`src/rtl/seg_scan_ctrl.sv`:
```
// Scan controller for an 8-digit common-anode 7-segment display showing a 128-bit block as four 32-bit pages.
// Optional auto-paging is enabled by defining SEG_SCAN_AUTO_PAGE_EN.
module seg_scan_ctrl #(
  parameter int REFRESH_DIV = 12500,
  parameter int PAGE_HOLD   = 400
) (
  input  logic         clk,
  input  logic         rst_n,
  input  logic [127:0] data_in,
  input  logic         data_valid,
  input  logic         page_next,
  output logic [3:0]   nibble_out,
  output logic [7:0]   an_n,
  output logic         dp_n,
  output logic [1:0]   page,
  output logic         loaded
);

  localparam int RW = $clog2(REFRESH_DIV);

  if (REFRESH_DIV < 2 || PAGE_HOLD < 1) begin : g_param_check
    $error("seg_scan_ctrl: REFRESH_DIV must be >= 2 and PAGE_HOLD >= 1");
  end

  logic [RW-1:0] refresh_cnt;
  logic [2:0]    digit_idx;
  logic [127:0]  data_reg;
  logic          refresh_tc;
  logic          auto_adv;
  logic          page_adv;

  assign refresh_tc = (refresh_cnt == RW'(REFRESH_DIV - 1));

  always_ff @(posedge clk) begin
    if (!rst_n) begin
      refresh_cnt <= '0;
      digit_idx   <= '0;
    end else if (refresh_tc) begin
      refresh_cnt <= '0;
      digit_idx   <= digit_idx + 3'd1;
    end else begin
      refresh_cnt <= refresh_cnt + 1'b1;
    end
  end

`ifdef SEG_SCAN_AUTO_PAGE_EN
  localparam int HW = $clog2(PAGE_HOLD + 1);

  logic [HW-1:0] hold_cnt;
  logic          frame_wrap;

  assign frame_wrap = refresh_tc && (digit_idx == 3'd7);
  assign auto_adv   = loaded && frame_wrap && (hold_cnt == HW'(PAGE_HOLD - 1));

  always_ff @(posedge clk) begin
    if (!rst_n) begin
      hold_cnt <= '0;
    end else if (data_valid || page_adv) begin
      hold_cnt <= '0;
    end else if (loaded && frame_wrap) begin
      hold_cnt <= hold_cnt + 1'b1;
    end
  end
`else
  assign auto_adv = 1'b0;
`endif

  // A coincident manual and automatic advance still moves the page by one.
  assign page_adv = loaded && (page_next || auto_adv);

  always_ff @(posedge clk) begin
    if (!rst_n) begin
      data_reg <= '0;
      loaded   <= 1'b0;
      page     <= '0;
    end else if (data_valid) begin
      data_reg <= data_in;
      loaded   <= 1'b1;
      page     <= '0;
    end else if (page_adv) begin
      page     <= page + 2'd1;
    end
  end

  // Nibble index (3-page)*8+digit is simply {~page, digit_idx}.
  always_ff @(posedge clk) begin
    if (!rst_n || !loaded) begin
      an_n       <= '1;
      dp_n       <= 1'b1;
      nibble_out <= '0;
    end else begin
      an_n       <= ~(8'd1 << digit_idx);
      dp_n       <= ({1'b0, page} != digit_idx);
      nibble_out <= data_reg[{~page, digit_idx, 2'b00} +: 4];
    end
  end

endmodule

```
`config.mk`:
```
export PLATFORM = sky130hd
export DESIGN_NAME = seg_scan_ctrl
export DESIGN_NICKNAME = d
export VERILOG_FILES = /design/src/rtl/seg_scan_ctrl.sv
export SDC_FILE = /design/constraint.sdc
export NUM_CORES = 1
export LEC_CHECK = 0
export ABC_AREA = 1
export CORE_ASPECT_RATIO = 0.9
export CORE_UTILIZATION = 36
export CTS_BUF_LIST = sky130_fd_sc_hd__clkbuf_16
export CTS_CLUSTER_SIZE = 8
export DETAILED_ROUTE_END_ITERATION = 16
export GPL_ROUTABILITY_DRIVEN = 1
export PLACE_DENSITY = 0.56
export SLEW_MARGIN = 20
export SYNTH_ARGS = -nofsm -noshare
export SYNTH_HDL_FRONTEND = slang
export SYNTH_SLANG_ARGS = --single-unit
```
`constraint.sdc`:
```
create_clock -name clk -period 3.7 [get_ports clk]
set_clock_uncertainty 0.05 [all_clocks]
set_input_delay 0.74 -clock clk [delete_from_list [all_inputs] [get_ports clk]]
set_output_delay 0.74 -clock clk [all_outputs]
set_load 0.01 [all_outputs]
```
==> flow_summary.ini <==
[timing]
period_needed_ps = 2490
rsz0062_at_grt = false
timing.hold.ws_ps = 402
hold_violations = 0
period_share_pct = 67.2
fmaxAchievable_mhz = 402
slew_headroom_pct = 29.3
setup_viol = 0
worst_pin_slew_ps = 1060
setup_slack_ps = 1210
setup_tns_ps = 0
slew_violations = 0

[detailed_routing]
wl_per_cell_um = 14.4
dr.pass1.iters = 5
route.met2.wl_um = 8540
highest_layer = met4
postRouteAntennaNets = 0
drc = 0
num_vias = 6524
wl_met1_um = 9880
drt_iter0_markers = 356
wl_met3_um = 1010
vias_per_cell = 4.78
wl_um = 19600

[setup_path]
arrival_ps = 1700
path_class = reg -> out
cp_slowest_stage_delay_ps = 640
cp_cell_sequence = clkdlybuf4s50_1
crit_start = page[0]$_SDFFE_PP0P_
crit_family = flip-flops
worst_path_max_delay_cell = dfxtp_1
cp_max_fo = 12
reg2reg_slack_ps = 1610
cp-start-kind = flop
critPathBufInv = 1
r2r-start = digit_idx[0]$_SDFFE_PN0N_
end_kind = output port
critPathRequiredTime_ps = 2910

[yosys]
yosys.area_share.simple_pct = 33.9
synth_edf_count = 0
yosys_warnings = 0
synthArstFlopShare_pct = 0
yosys.area_share.adder_pct = 1.26
synth_top_family_by_area = simple AND/OR/NAND/NOR gates
synth_cells = 1002
synth-seq-cells = 161
avgSynthCellArea_um2 = 6.93
synthMuxAreaShare_pct = 0
yosys_most_used_dff = dfxtp_1
synth_nets = 1141
synth_cell_types = 28
yosys.area_share.xor_xnor_pct = 0.505
synth_compound_area_share_pct = 11.3
synth-seq-area-share_pct = 46.4
synth_area_um2 = 6940

[finish]
nNetsFinal = 1244
largest_reg_flops = 128
area_growth_pct = 30.1
stdcell_count = 1364
layout-drive-gt1-share_pct = 4.38

[clock_network]
htree_levels = 4
cts_tree = done
cts_root_buf = clkbuf_16
post_cts_buffers = 0
clockBufferDepth = 2
clock_latency_ps = 430
ctsResizeCount = 0
cts_inserted_buffers = 17
cts_sinks = 161
clkSlewWorstSetupHoldPaths_ps = 60
holdBufCountCts = 0

[floorplan]
die_h_um = 134
die_x_um = 148
start_util_pct = 37.2
die_area_um2 = 19800
pin_count = 148
rows = 47
core_um2 = 18600

[pwr]
ir_drop_mv = 0.299
power.total_uw = 4090
total_leakage_power_uw = 0.00363
powerDensity_nw_per_um2 = 453

[grt]
first_global_vias = 6284
grt_usage_pct = 20.6
grt_max_degree = 100
antenna_found_initial = 2
grt.overflow.total = 0
grt_pass1_wl_um = 31900

[placed_design]
place_hpwl_um = 12400
post-place-cells = 1331
io_buffers = 147
place_ws_ps = 989
gp_congestion = 0.780

[min_path]
hold_start = refresh_cnt[0]$_SDFF_PP0_
min_path_type = reg -> reg

[run_status]
status = finished clean

[flow_run]
cap_viol_max_count = 0
==> layout by cell type, fill, tap and decap left out, types with 9 or more instances in the layout <==
cell	n
nand2_1	190
nor3_1	9
clkdlybuf4s50_1	145
dfxtp_1	159
nor2_1	265
o21ai_0	131
inv_1	21
nand3_1	109
a21oi_1	19
clkbuf_16	17
==> path summary, 6_finish.rpt <==
check                                                 end  cells after the start
worst min register to register  refresh_cnt[0]$_SDFF_PP0_                      1
worst max register to register   nibble_out[2]$_SDFF_PP0_                     10
worst max-delay path                              page[0]                      1
worst min-delay path            refresh_cnt[0]$_SDFF_PP0_                      1
==> layout make-up <==
class | count | area, um2
clock buffers | 17 | 425
fillers | 1953 | 9610
clock inverters | 15 | 170
repair buffers | 154 | 1540
multi-input cells | 747 | 3260
diodes | 1 | 2.50
inverters | 24 | 91.3
well taps | 245 | 307
flip-flops and latches | 161 | 3230
==> kinds of logic after synthesis <==
kind of cell | after synthesis
AND/OR/NAND/NOR | 581
buffers and inverters | 94
XOR/XNOR | 4
flip-flops | 161
adder cells (fa/ha/maj) | 7
AO/OA/AOI/OAI | 155
==> per-layer routing <==
metal	GRT usage, %	vias to the layer above
met3	5.51	18
met1	28.2	2932
li1	-	3436
met4	4.98	0
met5	0	-
met2	32.0	138
==> metrics by stage <==
stage | utilization [%] | cell area, um2
after floorplan | - | 6940
final | 48.4 | 9030
after global routing | 48.4 | 9030
after detailed placement | 45.2 | 8430
after global placement | 45.2 | 8430
after CTS | 48.4 | 9030
==> power breakdown <==
group	internal [uW]	total, uW	switching [uW]
logic	218	416	197
registers	1840	1890	50.6
clock network	1060	1790	733
==> cell usage after synthesis, types with 3 or more instances <==
| cell | n | area share (%) |
|---|---|---|
| inv_1 | 20 | 1.1 |
| buf_2 | 20 | 1.4 |
| nand3_1 | 109 | 7.9 |
| nand2_1 | 190 | 10 |
| buf_4 | 4 | 0.43 |
| dfxtp_1 | 161 | 46 |
| nor2_1 | 265 | 14 |
| nor3_1 | 9 | 0.65 |
| o21ai_0 | 131 | 9.4 |
| buf_6 | 8 | 1.3 |
| a21oi_1 | 19 | 1.4 |
| clkbuf_1 | 36 | 1.9 |
| ha_1 | 7 | 1.3 |
| xnor2_1 | 3 | 0.38 |
(Power assumes the default switching activity.)
